$ cat src/rtl/core_sequencer.sv
// Tiny 4-register load/store sequencer: fetches 9-bit instructions from an
// external instruction memory and executes them until HALT.
module core_sequencer #(
    parameter int unsigned DATA_W   = 8,
    parameter int unsigned PC_W     = 8,
    parameter int unsigned START_PC = 0
) (
    input  logic              clk,
    input  logic              reset,
    input  logic              start,
    output logic              done,
    output logic              busy,
    output logic              ovf,
    output logic [PC_W-1:0]   imem_addr,
    input  logic [8:0]        imem_data,
    output logic              dmem_req,
    output logic              dmem_we,
    output logic [DATA_W-1:0] dmem_addr,
    output logic [DATA_W-1:0] dmem_wdata,
    input  logic [DATA_W-1:0] dmem_rdata,
    input  logic              dmem_ack
);

    typedef enum logic [2:0] {
        S_IDLE  = 3'd0,
        S_FETCH = 3'd1,
        S_EXEC  = 3'd2,
        S_MEM   = 3'd3,
        S_HALT  = 3'd4
    } state_t;

    localparam logic [2:0] OP_ADD  = 3'd0;
    localparam logic [2:0] OP_SUB  = 3'd1;
    localparam logic [2:0] OP_AND  = 3'd2;
    localparam logic [2:0] OP_LI   = 3'd3;
    localparam logic [2:0] OP_LW   = 3'd4;
    localparam logic [2:0] OP_SW   = 3'd5;
    localparam logic [2:0] OP_BEQZ = 3'd6;
    localparam logic [2:0] OP_HALT = 3'd7;

    state_t              state_q, state_d;
    logic [PC_W-1:0]     pc_q, pc_d;
    logic [8:0]          ir_q, ir_d;
    logic [DATA_W-1:0]   regs_q [4];

    logic                clr_regs, wr_en, ovf_d;
    logic [DATA_W-1:0]   wr_val;
    logic                done_d, busy_d, req_d, we_d;
    logic [DATA_W-1:0]   addr_d, wdata_d;

    // Instruction decode and operand reads (pre-instruction register values).
    logic [2:0]          op;
    logic [1:0]          rd;
    logic [3:0]          imm;
    logic [DATA_W-1:0]   rd_v, rs_v, rt_v;
    logic [DATA_W:0]     sum_ext;
    logic [PC_W-1:0]     pc_inc, br_off;

    assign op      = ir_q[8:6];
    assign rd      = ir_q[5:4];
    assign imm     = ir_q[3:0];
    assign rd_v    = regs_q[rd];
    assign rs_v    = regs_q[ir_q[3:2]];
    assign rt_v    = regs_q[ir_q[1:0]];
    assign sum_ext = {1'b0, rs_v} + {1'b0, rt_v};
    assign pc_inc  = pc_q + PC_W'(1);
    assign br_off  = {{(PC_W-4){imm[3]}}, imm};

    assign imem_addr = pc_q;

    // State register
    always_ff @(posedge clk) begin
        if (reset) begin
            state_q <= S_IDLE;
        end else begin
            state_q <= state_d;
        end
    end

    // Next-state logic
    always_comb begin
        state_d = state_q;
        unique case (state_q)
            S_IDLE, S_HALT: if (start) state_d = S_FETCH;
            S_FETCH:        state_d = S_EXEC;
            S_EXEC: begin
                if (op == OP_LW || op == OP_SW) state_d = S_MEM;
                else if (op == OP_HALT)         state_d = S_HALT;
                else                            state_d = S_FETCH;
            end
            S_MEM:          if (dmem_ack) state_d = S_FETCH;
            default:        state_d = S_IDLE;
        endcase
    end

    // Datapath and next-output logic
    always_comb begin
        pc_d     = pc_q;
        ir_d     = ir_q;
        ovf_d    = ovf;
        clr_regs = 1'b0;
        wr_en    = 1'b0;
        wr_val   = '0;
        unique case (state_q)
            S_IDLE, S_HALT: begin
                if (start) begin
                    pc_d     = PC_W'(START_PC);
                    clr_regs = 1'b1;
                    ovf_d    = 1'b0;
                end
            end
            S_FETCH: ir_d = imem_data;
            S_EXEC: begin
                unique case (op)
                    OP_ADD: begin
                        wr_en  = 1'b1;
                        wr_val = sum_ext[DATA_W-1:0];
                        ovf_d  = ovf | sum_ext[DATA_W];
                        pc_d   = pc_inc;
                    end
                    OP_SUB: begin
                        wr_en  = 1'b1;
                        wr_val = rs_v - rt_v;
                        ovf_d  = ovf | (rs_v < rt_v);
                        pc_d   = pc_inc;
                    end
                    OP_AND: begin
                        wr_en  = 1'b1;
                        wr_val = rs_v & rt_v;
                        pc_d   = pc_inc;
                    end
                    OP_LI: begin
                        wr_en  = 1'b1;
                        wr_val = DATA_W'(imm);
                        pc_d   = pc_inc;
                    end
                    OP_BEQZ: pc_d = (rd_v == '0) ? (pc_q + br_off) : pc_inc;
                    default: ;
                endcase
            end
            S_MEM: begin
                if (dmem_ack) begin
                    wr_en  = (op == OP_LW);
                    wr_val = dmem_rdata;
                    pc_d   = pc_inc;
                end
            end
            default: ;
        endcase

        done_d  = (state_d == S_HALT);
        busy_d  = (state_d == S_FETCH) || (state_d == S_EXEC) || (state_d == S_MEM);
        req_d   = (state_d == S_MEM);
        we_d    = req_d && (op == OP_SW);
        addr_d  = req_d ? rs_v : '0;
        wdata_d = req_d ? rd_v : '0;
    end

    // Datapath and registered outputs
    always_ff @(posedge clk) begin
        if (reset) begin
            pc_q       <= PC_W'(START_PC);
            ir_q       <= '0;
            ovf        <= 1'b0;
            done       <= 1'b0;
            busy       <= 1'b0;
            dmem_req   <= 1'b0;
            dmem_we    <= 1'b0;
            dmem_addr  <= '0;
            dmem_wdata <= '0;
            for (int i = 0; i < 4; i++) regs_q[i] <= '0;
        end else begin
            pc_q       <= pc_d;
            ir_q       <= ir_d;
            ovf        <= ovf_d;
            done       <= done_d;
            busy       <= busy_d;
            dmem_req   <= req_d;
            dmem_we    <= we_d;
            dmem_addr  <= addr_d;
            dmem_wdata <= wdata_d;
            for (int i = 0; i < 4; i++) begin
                if (clr_regs)                      regs_q[i] <= '0;
                else if (wr_en && rd == 2'(i))     regs_q[i] <= wr_val;
            end
        end
    end

endmodule

$ cat config.mk
export PLATFORM = sky130hd
export DESIGN_NAME = core_sequencer
export DESIGN_NICKNAME = d
export VERILOG_FILES = /design/src/rtl/core_sequencer.sv
export SDC_FILE = /design/constraint.sdc
export NUM_CORES = 1
export LEC_CHECK = 0
export BUFFER_PORTS_ARGS = -buffer_cell sky130_fd_sc_hd__clkbuf_2
export CORE_UTILIZATION = 59
export DETAILED_ROUTE_END_ITERATION = 8
export PLACE_DENSITY = 0.87
export SLEW_MARGIN = 0
export SYNTH_ARGS = -nofsm -noshare
export SYNTH_HDL_FRONTEND = slang
export SYNTH_SLANG_ARGS = --single-unit
$ cat constraint.sdc
create_clock -name clk -period 4.63 [get_ports clk]
set_input_delay 0.2315 -clock clk [delete_from_list [all_inputs] [get_ports clk]]
set_output_delay 0.2315 -clock clk [all_outputs]
set_load 0.05 [all_outputs]
==> run_results.csv <==
group,metric,value,unit
run_status,status,"finished clean",
setup_path,crit_path_end_kind,"register",
clock_network,cts_tree,"yes",
floorplan,start_util,62.3,%
synth,synth_area_leaders,"edfxtp_1 (21%), dfxtp_1 (20%), mux4_2 (11%)",
clock_network,cts_hold_buf,0,
grt,grt_use_total,29.8,%
clock_network,numCtsBuffers,9,
sta,rsz0062_at_grt,"no",
floorplan,fp.dieW,90.5,um
min_path,whs_path_depth,3,
detailed_routing,via_count,3737,
cells_and_area,drive_gt1_share,19.7,%
placement,gp_congestion,0.908,
placement,dp_hpwl,8.72,mm
detailed_routing,wl_per_cell,19.8,um
sta,tns,0,ns
setup_path,worst_setup_path_start_kind,"register",
grt,grt.overflow.total,0,
floorplan,fp.dieH,90.5,um
power_and_ir_drop,ir_drop,0.000144,V
sta,finalCriticalPeriod,3.69,ns
grt,grt_pass1_vias,3688,
floorplan,die_area,8180,um2
clock_network,worstSkewPairLatency,0.37,ns
detailed_routing,route.detailed.drc,0,
synth,yosys_warnings,0,
detailed_routing,final_antenna_net_count,0,
floorplan,core.rowCount,31,
synth,yosysSeqAreaShare,41.2,%
clock_network,clk_pin_slew,0.09,ns
synth,synth_area_leader_cell,"edfxtp_1",
setup_path,critPathMostFrequentCell,"inv_1",
grt,grt_pass1_wl,18.5,mm
placement,port_buffers,49,
power_and_ir_drop,p_total,1.62,mW
setup_path,cp_data_arrival_time,3.80,ns
power_and_ir_drop,power_leakage,2.00,nW
synth,synth_cell_types,59,
min_path,hold_path_class,"in2reg",
setup_path,critical_path_required,4.74,ns
detailed_routing,vias_per_cell,6.37,
grt,grt_max_degree,21,
sta,report.final.hold_viol_count,0,
sta,fmax,0.271,GHz
synth,syn_area,4620,um2
grt,antenna_found_initial,0,
clock_network,htreeDepth,3,
setup_path,reg2reg_to,"regs_q[2][6]",
min_path,min_from,"imem_data[7]",
clock_network,post-cts-setup-buffers,0,
clock_network,cts_sinks,79,
detailed_routing,firstDrtPassIters,9,
clock_network,cts_resized,0,
setup_path,reg2reg_slack,0.94,ns
setup_path,crit_fanout,8,
sta,finClkSkew,0.0150,ns
cells_and_area,finalInstanceArea,5080,um2
floorplan,io_pins,50,
synth,synth_top_area_share,20.8,%
sta,slew_headroom,33.8,%
clock_network,root_buffer,"clkbuf_8",
cells_and_area,areaGrowthSynthToFinish,10.1,%
sta,finalSetupViolCount,0,
min_path,hold-path-endpoint,"ir_q[7]",
floorplan,core,7410,um2
placement,post_dp_cell_area,4880,um2
sta,slew_violations,0,
placement,dp_worst_setup_slack,0.946,ns
cells_and_area,final_nets,532,
synth,syn_nets,492,
setup_path,crit_chain,"mux4_2 -> inv_1 -> ha_1 -> inv_1 -> fa_1 -> a21o_1 -> a21oi_1 -> o21ai_0 -> a32oi_1 -> xnor2_1 -> a222oi_1 -> nor2_1",
power_and_ir_drop,p_per_area,319,nW/um2
run,drv_cap,0,
synth,syn_area_per_cell,10.4,um2
setup_path,slowest_delay,0.65,ns
sta,worst_slew_pin_slew,0.990,ns
detailed_routing,first_iter_violations,330,
synth,synth_edf_count,32,
cells_and_area,diodes,0,
clock_network,cts_buffer_depth,2,
setup_path,ff2ff_path_depth,12,
sta,fin_crit_sh,79.8,%
sta,setup_slack,0.936,ns
setup_path,crit_type,"reg2reg",
detailed_routing,routed_wl,11.6,mm
synth,ys.flop_type,"dfxtp_1",
synth,synthArstFlopShare,0,%
synth,ys_ff_latch,79,
synth,syn_inst,443,
setup_path,cpMaxStageDelayCell,"dfxtp_1",
cells_and_area,fill_cells,581,
## power by group
group          internal [mW]  switching, mW  leakage, nW
clock network          0.255          0.282        0.101
registers              0.755         0.0423        0.729
logic                  0.127          0.162         1.17
total                   1.14          0.487         2.00
## worst max path at each step
stage / start / cells after the start / slack [ns] / endpoint
6_report: register / 12 / 0.94 / regs_q[2][6]
5_1_grt: register / 12 / 0.66 / regs_q[0][6]
2_1_floorplan: register / 13 / 1.22 / regs_q[0][6]
3_3_place_gp: register / 12 / 1.07 / regs_q[0][4]
3_5_place_dp: register / 12 / 0.95 / regs_q[1][4]
4_1_cts: register / 12 / 0.93 / regs_q[1][4]
## cell type report
cell class | count | area [um2] | share of cell area, %
multi-input combinational | 320 | 2510 | 49.5
sequential | 79 | 1900 | 37.4
timing repair buffer | 50 | 253 | 4.97
clock buffer | 9 | 124 | 2.44
tap | 99 | 124 | 2.44
inverter | 23 | 86.3 | 1.70
clock inverter | 7 | 77.6 | 1.53
## metrics by stage
stage | hold slack, ns | std cells | util (%)
floorplan | 0.370 | 443 | -
global placement | 0.445 | 571 | 65.9
detailed placement | 0.457 | 571 | 65.9
CTS | 0.0893 | 587 | 68.6
global route | 0.118 | 587 | 68.6
finish | 0.0911 | 587 | 68.6
## cell usage after synthesis (3+ instances only)
library cell and count:
nor3_1 11, a21oi_1 26, and3_1 6, mux2i_1 10, clkbuf_1 13, ha_1 25, nand2_1 19, nand3_1 8
o21bai_1 4, fa_1 3, dfxtp_1 47, xnor2_1 6, a31oi_1 7, a21o_1 3, nor2_1 59, nand2b_1 6
inv_1 23, xor2_1 3, edfxtp_1 32, or3_1 5, and2_1 18, mux4_1 4, mux4_2 22, or4_1 3
nand3b_1 4, nor2b_1 6, o2bb2ai_1 4, o21ai_0 21, a22oi_1 5
## metal layers
layer / part of all wire, % / global-route usage [%] / vias to the layer above
li1: - / - / 1708
met1: 41 / 38.1 / 1792
met2: 49 / 48.0 / 205
met3: 7.3 / 5.05 / 32
met4: 3.0 / 16.7 / 0
met5: 0 / 0 / -
## cells by family after synthesis
logic type / share of synthesized area, %
xor+xnor: 1.71
compound gates: 12.0
buf+inv: 4.44
fa+ha+maj: 8.08
simple gates: 17.2
mux: 15.4
flops: 41.2
## worst max-delay path, delay by kind of cell (launching register included)
family / cells / cell delay [ns]
AOI/OAI and AO/OA: 5 / 1.26
DFF: 1 / 0.65
muxes: 1 / 0.60
adders and majority gates: 2 / 0.56
buffers and inverters: 2 / 0.18
xor gates and xnor gates: 1 / 0.10
and+or+nand+nor: 1 / 0.09
## placed cells by master, fill, tap and decap left out, types with 4 or more instances in the layout
cell	Yosys	routed
nor3_1	11	11
ha_1	25	25
o2bb2ai_1	4	4
mux4_2	22	22
xnor2_1	6	6
nand3_1	8	8
mux4_1	4	4
a22oi_1	5	5
clkbuf_2	0	49
mux2i_1	10	10
dfxtp_1	47	47
inv_1	23	23
edfxtp_1	32	32
and3_1	6	6
or3_1	5	5
a21oi_1	26	26
o21ai_0	21	21
clkbuf_8	2	9
a31oi_1	7	7
nand3b_1	4	4
nor2_1	59	59
o21bai_1	4	4
and2_1	18	18
nor2b_1	6	6
nand2_1	19	19
nand2b_1	6	6
## flip-flops by register name (all words and copies together) (netlist names), named ones only
signal / count
busy: 1
dmem_addr: 8
dmem_req: 1
dmem_wdata: 8
dmem_we: 1
done: 1
imem_addr: 8
ir_q: 9
ovf: 1
regs_q: 32
state_q: 3
Note: power is estimated with default switching activity, not from simulation.
